--- config.mk ---
export PLATFORM = sky130hd
export DESIGN_NAME = sid_filter_mc
export DESIGN_NICKNAME = d
export VERILOG_FILES = /design/src/rtl/sid_pkg.sv /design/src/rtl/sid_sat_addsub.sv /design/src/rtl/sid_filter_mc.sv
export SDC_FILE = /design/constraint.sdc
export NUM_CORES = 2
export LEC_CHECK = 0
export ABC_AREA = 1
export CORE_MARGIN = 2
export CORE_UTILIZATION = 51
export CTS_CLUSTER_SIZE = 24
export DETAILED_ROUTE_END_ITERATION = 16
export PLACE_DENSITY = 0.64
export SYNTH_ARGS = -nofsm -noshare
export SYNTH_HDL_FRONTEND = slang
export SYNTH_SLANG_ARGS = --single-unit
export TNS_END_PERCENT = 1
--- constraint.sdc ---
create_clock -name clk -period 32.1 [get_ports clk]
set_input_delay 6.42 -clock clk [delete_from_list [all_inputs] [get_ports clk]]
set_output_delay 6.42 -clock clk [all_outputs]
set_load 0.01 [all_outputs]
--- src/rtl/sid_pkg.sv ---
// Shared constants, resonance table and FSM encoding for the multi-voice SID filter.
package sid_pkg;

  localparam int W0_K      = 82355;
  localparam int W0_SHIFT  = 12;
  localparam int INT_SHIFT = 19;
  localparam int Q_SHIFT   = 10;
  localparam int OUT_SHIFT = 3;

  // 1/Q in 1.10 fixed point, indexed by the resonance code
  localparam logic [10:0] Q_TABLE [16] = '{
    11'd1448, 11'd1328, 11'd1218, 11'd1117, 11'd1024, 11'd939, 11'd861, 11'd790,
    11'd724,  11'd664,  11'd609,  11'd558,  11'd512,  11'd470, 11'd431, 11'd395
  };

  typedef enum logic [2:0] {
    S_IDLE, S_W0, S_MIX, S_BP, S_LP, S_HP, S_VF, S_OUT
  } state_t;

endpackage

--- src/rtl/sid_sat_addsub.sv ---
// Combinational signed add/subtract clamped to the W-bit range, no wrap.
module sid_sat_addsub
  import sid_pkg::*;
#(
  parameter int W = 18
) (
  input  logic signed [W-1:0] a,
  input  logic signed [W-1:0] b,
  input  logic                sub,
  output logic signed [W-1:0] y
);

  logic signed [W:0] r;

  always_comb begin
    r = sub ? ({a[W-1], a} - {b[W-1], b}) : ({a[W-1], a} + {b[W-1], b});
    y = r[W-1:0];
    // one guard bit is enough to see overflow of a single add/sub
    if (r[W] != r[W-1]) y = r[W] ? {1'b1, {(W-1){1'b0}}} : {1'b0, {(W-1){1'b1}}};
  end

endmodule

--- src/rtl/sid_filter_mc.sv ---
// Frame-based SID mixer + Chamberlin SVF on one shared multiplier; NUM_VOICES+8 cycle latency.
// One frame in flight: in_ready only in IDLE, in_valid while busy is dropped.
module sid_filter_mc
  import sid_pkg::*;
#(
  parameter int NUM_VOICES = 3,
  parameter int VOICE_W    = 12,
  parameter int ACC_W      = 18
) (
  input  logic                          clk,
  input  logic                          rst,
  input  logic [10:0]                   fc,
  input  logic [3:0]                    res,
  input  logic [NUM_VOICES:0]           filt_sel,
  input  logic [3:0]                    mode,
  input  logic [3:0]                    vol,
  input  logic [NUM_VOICES*VOICE_W-1:0] voices,
  input  logic [VOICE_W-1:0]            ext_in,
  input  logic                          ext_en,
  input  logic                          in_valid,
  output logic                          in_ready,
  output logic signed [ACC_W-1:0]       sound,
  output logic                          out_valid
);

  localparam int CNT_W = $clog2(NUM_VOICES + 1);
  localparam int XW    = 2 * ACC_W + 2;
  localparam logic signed [XW-1:0] XMAX = {{(XW-ACC_W+1){1'b0}}, {(ACC_W-1){1'b1}}};
  localparam logic signed [XW-1:0] XMIN = ~XMAX;

  function automatic logic signed [ACC_W-1:0] sat_x(input logic signed [XW-1:0] x);
    if (x > XMAX)      return {1'b0, {(ACC_W-1){1'b1}}};
    else if (x < XMIN) return {1'b1, {(ACC_W-1){1'b0}}};
    else               return x[ACC_W-1:0];
  endfunction

  state_t                          state;
  logic [CNT_W-1:0]                cnt;
  logic [10:0]                     fc_q;
  logic [3:0]                      res_q, mode_q, vol_q;
  logic [NUM_VOICES:0]             filt_q;
  logic [NUM_VOICES*VOICE_W-1:0]   voices_q;
  logic [VOICE_W-1:0]              ext_q;
  logic                            ext_en_q;
  logic signed [ACC_W-1:0]         w0, vbp, vlp, vhp, vi, vnf, vf;

  logic signed [ACC_W-1:0]         mul_a, mul_b;
  logic signed [2*ACC_W-1:0]       prod;
  logic signed [VOICE_W-1:0]       src_raw;
  logic signed [ACC_W-1:0]         src_scaled;
  logic                            routed, skip;
  logic signed [ACC_W-1:0]         acc_a, acc_b, acc_y, int_a, int_b, int_y;
  logic                            acc_sub;
  logic signed [XW-1:0]            hp_x, vf_x;

  assign in_ready = (state == S_IDLE);

  always_comb begin
    mul_a = '0;
    mul_b = '0;
    case (state)
      S_W0:  begin mul_a = ACC_W'(W0_K);            mul_b = ACC_W'(fc_q) + ACC_W'(1); end
      S_BP:  begin mul_a = w0;                      mul_b = vhp;                      end
      S_LP:  begin mul_a = w0;                      mul_b = vbp;                      end
      S_HP:  begin mul_a = ACC_W'(Q_TABLE[res_q]);  mul_b = vbp;                      end
      S_OUT: begin mul_a = acc_y;                   mul_b = ACC_W'(vol_q);            end
      default: ;
    endcase
  end

  assign prod = (2*ACC_W)'(mul_a) * (2*ACC_W)'(mul_b);

  always_comb begin
    src_raw = ext_q;
    for (int i = 0; i < NUM_VOICES; i++)
      if (cnt == CNT_W'(i)) src_raw = voices_q[i*VOICE_W +: VOICE_W];
  end

  assign src_scaled = ACC_W'(src_raw) <<< 2;
  assign routed     = filt_q[cnt];
  assign skip       = !routed && mode_q[3] && (cnt == CNT_W'(NUM_VOICES - 1));

  // The mix adder accumulates sources in MIX and forms the final mix in OUT
  always_comb begin
    acc_a   = vnf;
    acc_b   = src_scaled;
    acc_sub = 1'b0;
    if (state == S_MIX) begin
      acc_a = routed ? vi : vnf;
    end else if (state == S_OUT) begin
      acc_b   = ext_en_q ? vf : vi;
      acc_sub = ext_en_q;
    end
  end

  assign int_a = (state == S_LP) ? vlp : vbp;
  assign int_b = ACC_W'(prod >>> INT_SHIFT);

  sid_sat_addsub #(.W(ACC_W)) u_acc (.a(acc_a), .b(acc_b), .sub(acc_sub), .y(acc_y));
  sid_sat_addsub #(.W(ACC_W)) u_int (.a(int_a), .b(int_b), .sub(1'b1),    .y(int_y));

  assign hp_x = XW'(prod >>> Q_SHIFT) - XW'(vlp) - XW'(vi);

  always_comb begin
    vf_x = '0;
    if (mode_q[0]) vf_x = vf_x + XW'(vlp);
    if (mode_q[1]) vf_x = vf_x + XW'(vbp);
    if (mode_q[2]) vf_x = vf_x + XW'(vhp);
  end

  always_ff @(posedge clk) begin
    if (rst) begin
      state <= S_IDLE;  cnt <= '0;      fc_q <= '0;     res_q <= '0;
      mode_q <= '0;     vol_q <= '0;    filt_q <= '0;   voices_q <= '0;
      ext_q <= '0;      ext_en_q <= 1'b0;
      w0 <= '0;  vbp <= '0;  vlp <= '0;  vhp <= '0;  vi <= '0;  vnf <= '0;  vf <= '0;
      sound <= '0;      out_valid <= 1'b0;
    end else begin
      out_valid <= 1'b0;
      case (state)
        S_IDLE: if (in_valid) begin
          fc_q <= fc;  res_q <= res;  filt_q <= filt_sel;  mode_q <= mode;  vol_q <= vol;
          voices_q <= voices;  ext_q <= ext_in;  ext_en_q <= ext_en;
          vi <= '0;  vnf <= '0;  vf <= '0;  cnt <= '0;
          state <= S_W0;
        end
        S_W0: begin
          w0    <= ACC_W'(prod >> W0_SHIFT);
          state <= S_MIX;
        end
        S_MIX: begin
          if (routed)     vi  <= acc_y;
          else if (!skip) vnf <= acc_y;
          if (cnt == CNT_W'(NUM_VOICES)) state <= S_BP;
          else                           cnt   <= cnt + 1'b1;
        end
        S_BP: begin vbp <= int_y;       state <= S_LP; end
        S_LP: begin vlp <= int_y;       state <= S_HP; end
        S_HP: begin vhp <= sat_x(hp_x); state <= S_VF; end
        S_VF: begin vf  <= sat_x(vf_x); state <= S_OUT; end
        S_OUT: begin
          sound     <= sat_x(XW'(prod >>> OUT_SHIFT));
          out_valid <= 1'b1;
          state     <= S_IDLE;
        end
        default: state <= S_IDLE;
      endcase
    end
  end

endmodule

; Word level (Yosys, flattened, before mapping)
; Memories as Yosys holds them, arrays and structs flattened.
; Cells that the tools add are included.
[totals]
regBits = 226
wordCells = 117
latch_bits = 0
n_memories = 1
ram_bits = 0
output_inout_bits = 20
rom_bits = 176
[mem_list]
columns = memory, depth, word_bits, rd, rd_clocked_by_memory_dff, wr, line_no
row1 = (no name shown), 16, 11, 1, 0, 0, sid_filter_mc.sv:65  ; S_HP: begin mul_a = ACC_W'(Q_TABLE[res_q]); mul_b = vbp; end
[classes]
shift = 0
n_bitwise = 1
n_mux = 45
reduce_logical = 15
n_lt_le_gt_ge = 8
n_eq_ne = 18
n_addsub = 9
mul = 1
div = 0
[ops]
columns = op, count
row1 = 2-to-1 mux 18 bit, 20
row2 = one-hot mux 18 bit (4 select lines), 2
row3 = 2-to-1 mux 38 bit, 3
row4 = one-hot mux 18 bit (2 select lines), 3
row5 = adder 38 x 18 -> 38 bit, 2
row6 = "> comparator 38 x 18 -> 1 bit, second input constant", 1
row7 = "< comparator 38 x 18 -> 1 bit, second input constant", 1
row8 = multiplier 18 x 18 -> 36 bit, 1
row9 = 2-to-1 mux 12 bit, 3
row10 = "> comparator 33 x 18 -> 1 bit, second input constant", 1
row11 = "< comparator 33 x 18 -> 1 bit, second input constant", 1
row12 = "> comparator 28 x 18 -> 1 bit, second input constant", 1
row13 = "< comparator 28 x 18 -> 1 bit, second input constant", 1
row14 = subtractor 27 x 18 -> 28 bit, 1
row15 = subtractor 26 x 18 -> 27 bit, 1
row16 = one-hot mux 3 bit (8 select lines), 1
row17 = 2-to-1 mux 11 bit, 2
row18 = adder 18 x 18 -> 19 bit, 1
row19 = 2-to-1 mux 19 bit, 1
row20 = subtractor 18 x 17 -> 19 bit, 1
row21 = subtractor 18 x 18 -> 19 bit, 1
row22 = "adder 11 x 1 -> 12 bit, second input constant", 1
row23 = "equality test 3 bit, second input constant", 4
row24 = "!= test 2 bit, second input constant", 5
row25 = other kinds (24), 38

; Longest topological paths before layout
[depth]
word_depth = 17
depth_mapped = 75
mapped_depth_nobuf = 71

; Modules after synthesis
; From an unflattened synthesis, not the netlist that was laid out.
[unflattened]
cells_unflattened = 5019
hier_area_um2 = 33422.1
[modules_own_cells]
columns = mod, area_each_um2, instances, cells_per_inst
row1 = sid_filter_mc, 30088.9, 1, 4405
row2 = sid_sat_addsub, 1666.6, 2, 307

; Least setup slack after synthesis
; No wires, ideal clock.
[synth_timing]
path_kind = flip-flop to flip-flop
startpoint = register state[0]
endpoint = register vhp[10]
t_arrival_ps = 11635
path_slack_ps = 20346
setup_time_ps = 119
stages_incl_launch_ff = 59
synth_period_minus_slack_ps = 11754
cell_sequence = dfxtp_1 > ha_1 > buf_2 > nand2_4 > buf_2 > nor2_2 > inv_1 > nor2_1 > a31oi_1 > ha_1 > nand2_1 > nor3_1 > nand3_1 > nor2_1 > inv_1 > o21ai_0 > xnor2_1 > ha_1 > [23 not listed] > inv_1 > o211ai_1 > xor2_1 > fa_1 > ha_1 > nand2_1 > nor4_1 > nand4_1 > nand3_1 > nand2_1 > o211ai_1 > xor2_1 > nand2_1 > nor2_1 > nand3_1 > a21oi_2 > buf_4 > a21oi_1
[synth_between]
elab_chain_len = 14
word_cells_on_any_way = 28
[synth_rtl]
columns = item, line_no
row1 = start: declaration, sid_filter_mc.sv:37  ; state_t state;
row2 = start signal: assignment, sid_filter_mc.sv:113  ; state <= S_IDLE; cnt <= '0; fc_q <= '0; res_q <= '0;
row3 = start signal: assignment, sid_filter_mc.sv:125  ; state <= S_W0;
row4 = start signal: assignment, sid_filter_mc.sv:129  ; state <= S_MIX;
row5 = equality test 3 bit, "sid_filter_mc.sv:61, sid_filter_mc.sv:90"
row6 = 2-to-1 mux 18 bit, sid_filter_mc.sv:90  ; end else if (state == S_OUT) begin
row7 = 2-to-1 mux 18 bit, sid_filter_mc.sv:88  ; if (state == S_MIX) begin
row8 = adder 18 x 18 -> 19 bit or subtractor 18 x 18 -> 19 bit (tied branches), sid_sat_addsub.sv:16  ; r = sub ? ({a[W-1], a} - {b[W-1], b}) : ({a[W-1], a} + {b[W-1], b});
row9 = 2-to-1 mux 19 bit, sid_sat_addsub.sv:16
row10 = 2-to-1 mux 18 bit or != test 1 bit (tied branches), sid_sat_addsub.sv:19  ; if (r[W] != r[W-1]) y = r[W] ? {1'b1, {(W-1){1'b0}}} : {1'b0, {(W-1){1'b1}}};
row11 = 2-to-1 mux 18 bit, sid_sat_addsub.sv:19
row12 = one-hot mux 18 bit (4 select lines), sid_filter_mc.sv:61  ; case (state)
row13 = multiplier 18 x 18 -> 36 bit (*), sid_filter_mc.sv:71  ; assign prod = (2*ACC_W)'(mul_a) * (2*ACC_W)'(mul_b);
row14 = named net prod[28], sid_filter_mc.sv:48  ; logic signed [2*ACC_W-1:0] prod;
row15 = subtractor 26 x 18 -> 27 bit (*), sid_filter_mc.sv:102  ; assign hp_x = XW'(prod >>> Q_SHIFT) - XW'(vlp) - XW'(vi);
row16 = subtractor 27 x 18 -> 28 bit (*), sid_filter_mc.sv:102
row17 = < comparator 28 x 18 -> 1 bit, sid_filter_mc.sv:33  ; else if (x < XMIN) return {1'b1, {(ACC_W-1){1'b0}}};
row18 = 2-to-1 mux 18 bit, sid_filter_mc.sv:33
row19 = 2-to-1 mux 18 bit (*), sid_filter_mc.sv:32  ; if (x > XMAX) return {1'b0, {(ACC_W-1){1'b1}}};
row20 = end signal: assignment, sid_filter_mc.sv:116  ; w0 <= '0; vbp <= '0; vlp <= '0; vhp <= '0; vi <= '0; vnf <= '0; vf <= '0;
row21 = end signal: assignment, sid_filter_mc.sv:139  ; S_HP: begin vhp <= sat_x(hp_x); state <= S_VF; end
row22 = end: declaration, sid_filter_mc.sv:45  ; logic signed [ACC_W-1:0] w0, vbp, vlp, vhp, vi, vnf, vf;
; Mark *: on every way through the listed nets, which the timed path passes. The rest lies on a longest branch.
; A chain may end at the register's enable or synchronous reset.

; Final worst setup path
[layout_timing]
startpoint = register state[0]
endpoint = register vhp[6]
; Same word-level chain as after synthesis.

==> metrics.cfg <==
[timing]
worst_pin_slew_ns=1.24
final.min_clock_period_ns=14.96
clock.fmax_mhz=66.9
drv_slew=0
tns_ns=0
post-route-period-util_pct=46.6
max_slew_margin_pct=17.0
finalSetupViolCount=0
finalClockSkew_ns=0.0304
rsz0062_at_grt=false
hold_viol_final=0
finalWorstSetupSlack_ns=17.14

[min_path]
hold_start=voices_q[22]$_SDFFE_PP0P_
worstHoldPathType=register to register

[critical_path]
slowest_delay_ns=0.68
r2r_end=vhp[6]$_SDFFE_PP0P_
reg2reg_slack_ns=17.14
ff2ff_path_depth=59
required_ns=32.52
start_kind=register
arrival_ns=15.38
cpMaxStageDelayCell=a21oi_2
critPathCaptureType=register
cp_common_cell=nand2_1
cp_max_fo=36
crit_type=register to register
reg2reg_from=state[0]$_SDFFE_PP0P_
crit_path_end=vhp[6]$_SDFFE_PP0P_
crit_start=state[0]$_SDFFE_PP0P_

[floorplan]
pin_count=99
die_y_um=256
fp.coreArea_sq_um=62900
die_area_sq_um=65300
num_rows=92
start_util_pct=51.3
die_w_um=256

[pwr]
intPower_mw=1.10
power_frac_seq_pct=15.2
peakVddDrop_mv=0.116
clkPwrFrac_pct=13.7
p_leak_nw=17.3
switchingPower_mw=1.47
p_sw_share_pct=57.2
power_frac_comb_pct=71.1
power_density_nw_per_um2=73.7

[yosys]
yosys_register_bits=226
avgSynthCellArea_sq_um=6.82
yosysWarnings=0
yosys.area_share.simple_pct=22.5
synth_nets=5394
synth.area.top_cells=fa_1 (22%), dfxtp_1 (14%), nand2_1 (12%)
synth_largest_area_cell=fa_1
synth-main-ff-cell=dfxtp_1
yosys.area.top_type_share_pct=22.3
synth.most_common_cell=nand2_1
synth_mux_area_share_pct=0.0310
post_synth_xor_area_fraction_pct=3.64
synth_cell_types=57
synth-compound-area-share_pct=15.1
yosys-top-cells-count=nand2_1 (1026), inv_1 (969), a21oi_1 (388)
synth_edf_count=0
ys_seq_area_share_pct=14.0
syn-instance-count=4733
syn_area_sq_um=32300
synth_top_family_by_area=adder cells
async_flop_share_pct=0
synthAdderAreaFrac_pct=30.9

[detailed_routing]
drt_iter0_markers=3251
via_per_inst=5.54
wl_per_cell_um=20.4
vias=31100
dr.pass1.iters=7
drc=0
antenna_left=0
routed_wl_um=114000

[clock_tree]
cts_root_buf=clkbuf_16
clock_latency_ns=0.60
postCtsSetupBuffers=0
cts_made_buffers=28
htree_levels=1
clock_path_buffers=3
cts_tree=done
cts.reportedPaths.clkPinSlew_ns=0.06
cts_sinks=226
hold_buffers=0
ctsResizeCount=0

[placed_design]
portBuffers=98
dp_slack_ns=17.55
place_congestion=0.997
dpl.hpwl_um=94100

[run]
drv_cap=0

[final_layout]
diodes=0
fin_nets=5404
seqCellArea_sq_um=4520
multi_input_area_sq_um=23300
drive_above_1_share_pct=3.88
area_delta_synth_final_pct=8.22
fill_cells=6510

[grt]
grt_overflow=0
first_global_vias=29600
grt_max_degree=89
grt_usage_pct=34.6
antenna_found_initial=3
grt_pass1_wl_um=176000

[run_status]
status=finished, final reports clean

==> power groups by stage <==
stage | Combinational [mW] | Sequential, mW | Clock (mW)
floorplan | 1.31 | 0.369 | 0
global placement | 1.79 | 0.395 | 0
detailed placement | 1.78 | 0.394 | 0
CTS | 1.79 | 0.389 | 0.357
global route | 2.02 | 0.396 | 0.367
finish | 1.83 | 0.391 | 0.353
==> layout by cell type, fill, tap and decap left out, types with 30 or more instances in the layout <==
| cell type | instances |
|---|---|
| buf_4 | 37 |
| nor2_1 | 356 |
| fa_1 | 359 |
| nand3_1 | 205 |
| nor3_1 | 33 |
| o21ai_0 | 373 |
| dfxtp_1 | 226 |
| a21oi_1 | 386 |
| xnor2_1 | 55 |
| inv_1 | 968 |
| o211ai_1 | 30 |
| xor2_1 | 79 |
| clkdlybuf4s50_1 | 97 |
| ha_1 | 223 |
| nand4_1 | 32 |
| nand2_1 | 1025 |
==> per-layer routing <==
| layer | vias up | part of all wire, % | global-route usage, % |
|---|---|---|---|
| met2 | 1263 | 43 | 52.5 |
| met3 | 163 | 8.8 | 5.57 |
| met1 | 14900 | 45 | 51.1 |
| met4 | 2 | 3.2 | 9.52 |
| met5 | - | 0.011 | 0 |
| li1 | 14800 | - | - |
==> metrics by stage <==
stage               std cells  instance area (sq um)  hold WS, ns  power, mW  util, %
finish                   5610                  34900        0.454       2.57     55.5
floorplan                4733                  32300        0.424       1.68        -
global placement         5559                  33900        0.441       2.18     53.9
CTS                      5610                  34900        0.456       2.54     55.5
global route             5610                  34900        0.476       2.78     55.5
detailed placement       5559                  33900        0.445       2.18     53.9
==> state kept, by name, summed over array words and instances, names as in the netlist <==
signal,flops
voices_q,36
sound,18
vbp,18
vf,18
vhp,18
vi,18
vlp,18
vnf,18
w0,18
ext_q,12
fc_q,11
filt_q,4
mode_q,4
res_q,4
vol_q,4
state,3
cnt,2
ext_en_q,1
out_valid,1
==> area by class of cell <==
| type | count | share of cell area (%) |
|---|---|---|
| timing repair buffer | 135 | 3.59 |
| clock buffer | 33 | 2.15 |
| inverter | 991 | 10.7 |
| multi-input combinational | 3361 | 66.8 |
| clock inverter | 18 | 0.774 |
| sequential | 226 | 13.0 |
| tap | 846 | 3.03 |
==> worst max-delay path: cells and delay by family (launching register included) <==
kind	cells	cell delay [ns]
fa+ha+maj	12	4.78
simple gates	26	4.14
compound gates	10	3.39
buf+inv	8	1.04
xor+xnor	3	0.98
flops	1	0.36
==> cell families after synthesis <==
family                     Yosys count
adders and majority gates          582
xor gates and xnor gates           134
DFF                                226
and+or+nand+nor                   1739
AOI/OAI and AO/OA                  905
muxes                                1
buffers and inverters             1146
==> how the worst min path moves through the flow <==
stage / to / slack [ns] / cells after the start
2_1_floorplan: ext_q[10]$_SDFFE_PP0P_ / 0.42 / 2
3_3_place_gp: filt_q[2]$_SDFFE_PP0P_ / 0.44 / 2
3_5_place_dp: filt_q[2]$_SDFFE_PP0P_ / 0.45 / 2
4_1_cts: filt_q[2]$_SDFFE_PP0P_ / 0.46 / 2
5_1_grt: ext_q[1]$_SDFFE_PP0P_ / 0.48 / 2
6_report: voices_q[22]$_SDFFE_PP0P_ / 0.45 / 2
No activity file was read; power rests on OpenSTA's default activity.
